--- src/rtl/des_decrypt.sv ---
// Iterative DES decryptor: one Feistel round per clock using a single round
// function and a single PC2, with C/D rotated right to walk subkeys K16..K1.

module IP (
    input  logic [64:1] data_i,
    output logic [64:1] data_o
);
    localparam int T [64] = '{58, 50, 42, 34, 26, 18, 10, 2, 60, 52, 44, 36, 28, 20, 12, 4,
                              62, 54, 46, 38, 30, 22, 14, 6, 64, 56, 48, 40, 32, 24, 16, 8,
                              57, 49, 41, 33, 25, 17,  9, 1, 59, 51, 43, 35, 27, 19, 11, 3,
                              61, 53, 45, 37, 29, 21, 13, 5, 63, 55, 47, 39, 31, 23, 15, 7};
    always_comb begin
        data_o = '0;
        for (int i = 0; i < 64; i++) data_o[64-i] = data_i[65-T[i]];
    end
endmodule

module IP_inv (
    input  logic [64:1] data_i,
    output logic [64:1] data_o
);
    localparam int T [64] = '{40, 8, 48, 16, 56, 24, 64, 32, 39, 7, 47, 15, 55, 23, 63, 31,
                              38, 6, 46, 14, 54, 22, 62, 30, 37, 5, 45, 13, 53, 21, 61, 29,
                              36, 4, 44, 12, 52, 20, 60, 28, 35, 3, 43, 11, 51, 19, 59, 27,
                              34, 2, 42, 10, 50, 18, 58, 26, 33, 1, 41,  9, 49, 17, 57, 25};
    always_comb begin
        data_o = '0;
        for (int i = 0; i < 64; i++) data_o[64-i] = data_i[65-T[i]];
    end
endmodule

module PC1 (
    input  logic [64:1] data_i,
    output logic [56:1] data_o
);
    // Parity bits (DES bits 8, 16, ..., 64) never appear in the table.
    localparam int T [56] = '{57, 49, 41, 33, 25, 17,  9,  1, 58, 50, 42, 34, 26, 18,
                              10,  2, 59, 51, 43, 35, 27, 19, 11,  3, 60, 52, 44, 36,
                              63, 55, 47, 39, 31, 23, 15,  7, 62, 54, 46, 38, 30, 22,
                              14,  6, 61, 53, 45, 37, 29, 21, 13,  5, 28, 20, 12,  4};
    always_comb begin
        data_o = '0;
        for (int i = 0; i < 56; i++) data_o[56-i] = data_i[65-T[i]];
    end
endmodule

module PC2 (
    input  logic [56:1] data_i,
    output logic [48:1] data_o
);
    localparam int T [48] = '{14, 17, 11, 24,  1,  5,  3, 28, 15,  6, 21, 10,
                              23, 19, 12,  4, 26,  8, 16,  7, 27, 20, 13,  2,
                              41, 52, 31, 37, 47, 55, 30, 40, 51, 45, 33, 48,
                              44, 49, 39, 56, 34, 53, 46, 42, 50, 36, 29, 32};
    always_comb begin
        data_o = '0;
        for (int i = 0; i < 48; i++) data_o[48-i] = data_i[57-T[i]];
    end
endmodule

module f (
    input  logic [32:1] r_i,
    input  logic [48:1] k_i,
    output logic [32:1] data_o
);
    localparam int P_T [32] = '{16,  7, 20, 21, 29, 12, 28, 17,  1, 15, 23, 26,  5, 18, 31, 10,
                                 2,  8, 24, 14, 32, 27,  3,  9, 19, 13, 30,  6, 22, 11,  4, 25};
    // One 64-bit word per S-box row; column c is the nibble at bits [63-4c -: 4].
    localparam logic [63:0] SBOX [32] = '{
        64'hE4D12FB83A6C5907, 64'h0F74E2D1A6CB9538, 64'h41E8D62BFC973A50, 64'hFC8249175B3EA06D,
        64'hF18E6B34972DC05A, 64'h3D47F28EC01A69B5, 64'h0E7BA4D158C6932F, 64'hD8A13F42B67C05E9,
        64'hA09E63F51DC7B428, 64'hD70934A6285ECBF1, 64'hD6498F30B12C5AE7, 64'h1AD069874FE3B52C,
        64'h7DE3069A1285BC4F, 64'hD8B56F03472C1AE9, 64'hA690CB7DF13E5284, 64'h3F06A1D8945BC72E,
        64'h2C417AB6853FD0E9, 64'hEB2C47D150FA3986, 64'h421BAD78F9C5630E, 64'hB8C71E2D6F09A453,
        64'hC1AF92680D34E75B, 64'hAF427C9561DE0B38, 64'h9EF528C3704A1DB6, 64'h432C95FABE17608D,
        64'h4B2EF08D3C975A61, 64'hD0B7491AE35C2F86, 64'h14BDC37EAF680592, 64'h6BD814A7950FE23C,
        64'hD2846FB1A93E50C7, 64'h1FD8A374C56B0E92, 64'h7B419CE206ADF358, 64'h21E74A8DFC90356B};

    logic [48:1] x;
    logic [32:1] s;

    // E expansion: group g takes bits 4g..4g+5 of R, wrapping around 32.
    always_comb begin : roundFn
        logic [5:0] b;
        int row;
        int col;
        b = '0;
        row = 0;
        col = 0;
        x = '0;
        s = '0;
        data_o = '0;
        for (int i = 0; i < 48; i++)
            x[48-i] = r_i[33 - (((4*(i/6) + (i%6) + 31) % 32) + 1)] ^ k_i[48-i];
        for (int j = 0; j < 8; j++) begin
            b = x[48-6*j -: 6];
            row = int'({b[5], b[0]});
            col = int'(b[4:1]);
            s[32-4*j -: 4] = SBOX[4*j + row][63 - 4*col -: 4];
        end
        for (int i = 0; i < 32; i++) data_o[32-i] = s[33-P_T[i]];
    end
endmodule

module des_decrypt (
    input  logic        clk,
    input  logic        rst,
    input  logic [64:1] in,
    input  logic [64:1] key,
    input  logic        in_valid,
    output logic        in_ready,
    output logic [64:1] out,
    output logic        out_valid,
    input  logic        out_ready
);
    typedef enum logic [1:0] {IDLE, ROUND, DONE} state_t;

    state_t      state_q, state_d;
    logic [4:0]  cnt_q, cnt_d;
    logic [32:1] l_q, l_d, r_q, r_d;
    logic [28:1] c_q, c_d, d_q, d_d;
    logic [64:1] ipOut, ipInvOut;
    logic [56:1] pc1Out;
    logic [48:1] subKey;
    logic [32:1] fOut;
    logic        oneBitShift;

    IP     uIp    (.data_i(in),         .data_o(ipOut));
    PC1    uPc1   (.data_i(key),        .data_o(pc1Out));
    PC2    uPc2   (.data_i({c_q, d_q}), .data_o(subKey));
    f      uF     (.r_i(r_q), .k_i(subKey), .data_o(fOut));
    IP_inv uIpInv (.data_i({r_q, l_q}), .data_o(ipInvOut));

    // Round r undoes encryption round 17-r, whose left shift was 1 for 1, 2, 9, 16.
    assign oneBitShift = (cnt_q == 5'd1) || (cnt_q == 5'd8) ||
                         (cnt_q == 5'd15) || (cnt_q == 5'd16);

    always_ff @(posedge clk or posedge rst) begin
        if (rst) begin
            state_q <= IDLE;
            cnt_q   <= '0;
            l_q     <= '0;
            r_q     <= '0;
            c_q     <= '0;
            d_q     <= '0;
        end else begin
            state_q <= state_d;
            cnt_q   <= cnt_d;
            l_q     <= l_d;
            r_q     <= r_d;
            c_q     <= c_d;
            d_q     <= d_d;
        end
    end

    always_comb begin
        state_d = state_q;
        cnt_d   = cnt_q;
        l_d     = l_q;
        r_d     = r_q;
        c_d     = c_q;
        d_d     = d_q;
        case (state_q)
            IDLE: begin
                if (in_valid) begin
                    {l_d, r_d} = ipOut;
                    {c_d, d_d} = pc1Out;
                    cnt_d      = 5'd1;
                    state_d    = ROUND;
                end
            end
            ROUND: begin
                l_d   = r_q;
                r_d   = l_q ^ fOut;
                c_d   = oneBitShift ? {c_q[1], c_q[28:2]} : {c_q[2:1], c_q[28:3]};
                d_d   = oneBitShift ? {d_q[1], d_q[28:2]} : {d_q[2:1], d_q[28:3]};
                cnt_d = cnt_q + 5'd1;
                if (cnt_q == 5'd16) state_d = DONE;
            end
            DONE: begin
                if (out_ready) begin
                    state_d = IDLE;
                    cnt_d   = '0;
                end
            end
            default: state_d = IDLE;
        endcase
    end

    assign in_ready  = (state_q == IDLE);
    assign out_valid = (state_q == DONE);
    assign out       = out_valid ? ipInvOut : '0;
endmodule

--- config.mk ---
export PLATFORM = sky130hd
export DESIGN_NAME = des_decrypt
export DESIGN_NICKNAME = d
export VERILOG_FILES = /design/src/rtl/des_decrypt.sv
export SDC_FILE = /design/constraint.sdc
export NUM_CORES = 1
export LEC_CHECK = 0
export CORE_ASPECT_RATIO = 1.5
export CORE_MARGIN = 5
export CORE_UTILIZATION = 62
export DETAILED_ROUTE_END_ITERATION = 8
export GPL_TIMING_DRIVEN = 0
export PLACE_DENSITY = 0.85
export SLEW_MARGIN = 20
export SYNTH_ARGS = -nofsm -noshare
export SYNTH_HDL_FRONTEND = slang
export SYNTH_HIERARCHICAL = 1
export SYNTH_SLANG_ARGS = --single-unit
--- constraint.sdc ---
create_clock -name clk -period 9.6 [get_ports clk]
set_input_delay 0.96 -clock clk [delete_from_list [all_inputs] [get_ports clk]]
set_output_delay 0.96 -clock clk [all_outputs]
set_load 0.02 [all_outputs]
==> summary.md <==
| Metric | Value |
|---|---|
| Yosys reg bits | `approximately 130` |
| Routed WL per cell | `roughly 21 um` |
| Vias/cell | `between 6 and 7` |
| HPWL after DPL | `approximately 38 mm` |
| Hold_sp | `l_q[8]` |
| Vias in the first global route | `~15000` |
| Horiz. Die Dim | `136 um` |
| RSZ-0062 raised after global routing | `false` |
| ANT cells | `0` |
| Xor/xnor cell area share of the yosys netlist | `8.33%` |
| Top post-synthesis cells by count | `nand2_1 (249), buf_4 (241), o21ai_0 (187)` |
| Placed Instances | `roughly 2300` |
| R2r endpoint | `r_q[29]` |
| Fin. Hold Viols | `0` |
| Mean Syn Cell Area | `between 7 and 8 um2` |
| Pins Over Slew Limit | `0` |
| Worst Hold End | `l_q[8]` |
| Post-route ant nets | `0` |
| Die Y-Extent | `~200 um` |
| Number of max-cap violations | `0` |
| Largest family of logic cells by synthesized area | `compound AO/OA/AOI/OAI gates` |
| Row cnt | `between 60 and 70` |
| Drt total wl | `49.8 mm` |
| Gr usage total | `36.5%` |
| Number of synthesized flops with an enable pin | `0` |
| R2R depth | `12` |
| Final setup viols | `0` |
| Fin cells | `roughly 2300` |
| Kind of critical path | `flip-flop to output pin` |
| Port-buffer cells | `just under 70` |
| CTS tree | `built` |
| Count leader, synth | `nand2_1` |
| Required @ worst endpoint | `between 8 and 9 ns` |
| Clock Latency Late Sink | `~0.44 ns` |
| Hold_buf cts | `0` |
| Max FO, Critical Path | `10` |
| Adder-cell share of the synthesized area | `between 5 and 6%` |
| Max Freq | `approximately 230 MHz` |
| Warnings, synthesis | `6` |
| Yosys top cell area share | `a little over a fifth` |
| Initial DRC Count | `1261` |
| Worst rel slew slack | `between 30 and 40%` |
| Actual slew at the worst max-slew pin | `about 1.0 ns` |
| WHS | `around 0.53 ns` |
| FFs w/ async S/R, synth | `100%` |
| Final Skew | `~0.0092 ns` |
| First-pass DRT Iterations | `5` |
| Top_reg_cell synth | `dfrtp_1` |
| H-tree levels | `4` |
| Fraction of final layout cells sized beyond drive strength 1 | `a little under a fifth` |
| Total CTS buffers | `17` |
| Crit path arrival time | `3.44 ns` |
| Core area | `about 24000 um2` |
| Critical path capture point type | `output pin` |
| Layout area overhead | `11.5%` |
| Compound-gate portion of the synthesized area | `about a quarter` |
| Global-route wire length before repair | `between 70 and 80 mm` |
| Total setup buffers inserted after CTS | `0` |
| Clk buf depth | `2` |
| Proportion of synthesized area in mux cells | `under 10%` |
| R2R Setup Slk | `about 5.9 ns` |
| Syn nets | `about 2100` |
| IO Pins | `just under 200` |
| Worst hold stages | `2` |
| Leading area contributor after synthesis | `dfrtp_1` |
| Initial core utilization | `a little over three fifths` |
| Root Driver | `clkbuf_16` |
| DIE AREA | `27200 um2` |
| Initial antenna violation count | `0` |
| Sink Count | `roughly 130` |
| Period utilisation layout | `between 40% and 50%` |
| Post-route DRC | `0` |
| Post-CTS resize count | `0` |
| HP Class | `flip-flop to flip-flop` |
| Dominant cells by area after synthesis | `dfrtp_1 (21%), buf_4 (12%), o21ai_0 (6.3%)` |
| Unique masters post-synth | `slightly above 70` |
| Fillcell total | `about 2000` |
| Clock transition at path regs | `around 0.06 ns` |
| Sequential area share after synthesis | `21.4%` |
| Fin Setup TNS | `0 ns` |
| Mapped Area | `~15000 um2` |
| Simple-gate share of the synthesized area | `around 16%` |
| Syn Inst Count | `1902` |
| Pin count of the biggest net entering global routing | `65` |
| Reg2reg start | `d_q[27]` |
| Minimum clock period after layout | `roughly 4.4 ns` |
| Crit path launch type | `flip-flop` |
| Status | `finished, final reports clean` |
| Total grt overflow | `0` |
| Placer Congestion | `1.05` |
| NumNets Final | `between 2000 and 2500` |
| Vias | `approximately 15000` |
[per-layer routing]
metal  track usage (%)  vias to the layer above  wire [um]
met5                 0                        -          0
met4              22.6                        0       3390
met3              6.12                      192       3900
met2              62.0                      808      24200
met1              42.8                     6992      18300
li1                  -                     6635          -
[critical path: stages, from the launching register on]
cell	delay, ns
dfrtp_1	0.44
inv_1	0.11
ha_1	0.26
clkbuf_1	0.63
clkbuf_1	0.64
and2_1	0.30
clkdlybuf4s50_1	0.63
[cells by family after synthesis]
family                     after synthesis
buffers and inverters                  395
adders and majority gates               68
DFF                                    127
muxes                                   72
and+or+nand+nor                        512
AOI/OAI and AO/OA                      601
xor gates and xnor gates               127
[sequential cells by signal (all words and copies together), names as in the netlist]
register  count
l_q          32
d_q          28
cnt_q         5
r_q          32
state_q       2
c_q          28
[metrics by stage]
stage / cell area, um2 / setup slack [ns] / util [%]
4_1_cts: 16500 / 5.26 / 70.0
5_1_grt: 16500 / 5.13 / 70.0
3_3_place_gp: 15900 / 3.21 / 67.4
2_1_floorplan: 14800 / 5.26 / -
6_report: 16500 / 5.20 / 70.0
3_5_place_dp: 16000 / 5.73 / 67.5
[worst max path at each step]
stage	end	slack [ns]	depth (start not counted)	startpoint
3_3_place_gp	r_q[11]	3.21	2	rst
4_1_cts	out[39]	5.26	6	state_q[0]
6_report	out[39]	5.20	6	state_q[0]
5_1_grt	out[39]	5.13	6	state_q[0]
2_1_floorplan	c_q[10]	5.26	1	rst
3_5_place_dp	out[39]	5.73	6	state_q[0]
[layout make-up]
type | count | area, um2 | share of cell area [%]
Multi-Input combinational cell | 1380 | 9200 | 55.6
Sequential cell | 127 | 3180 | 19.2
Buffer | 355 | 2320 | 14.0
Timing Repair Buffer | 70 | 718 | 4.34
Clock buffer | 20 | 467 | 2.82
Tap cell | 319 | 399 | 2.41
Inverter | 40 | 158 | 0.953
Clock inverter | 12 | 110 | 0.665
[cells in the final DEF (no fill, tap or decap), types with 6 or more instances in the layout]
cell	count
inv_1	34
nor2b_1	58
buf_2	27
a21oi_1	153
nor3_1	23
ha_1	68
clkbuf_1	73
nand2_1	249
and2_1	65
clkinvlp_4	7
o22a_1	22
a31oi_1	11
o21ai_0	187
o31ai_1	6
o22ai_1	65
o211ai_1	27
xnor2_1	84
nor2_1	61
xor2_2	9
buf_4	241
mux4_2	20
a21oi_2	20
and3_1	7
nand2b_1	6
clkbuf_16	17
mux2i_1	46
o221ai_1	9
buf_6	6
a211oi_1	26
buf_1	8
o21ai_1	16
dfrtp_1	127
nand3_1	20
xor2_1	28
clkdlybuf4s50_1	69
nor4_1	10
Power is left out: the tool's default activity adds up to more than one toggle a clock period on the data nets, which glitch-free logic cannot reach.
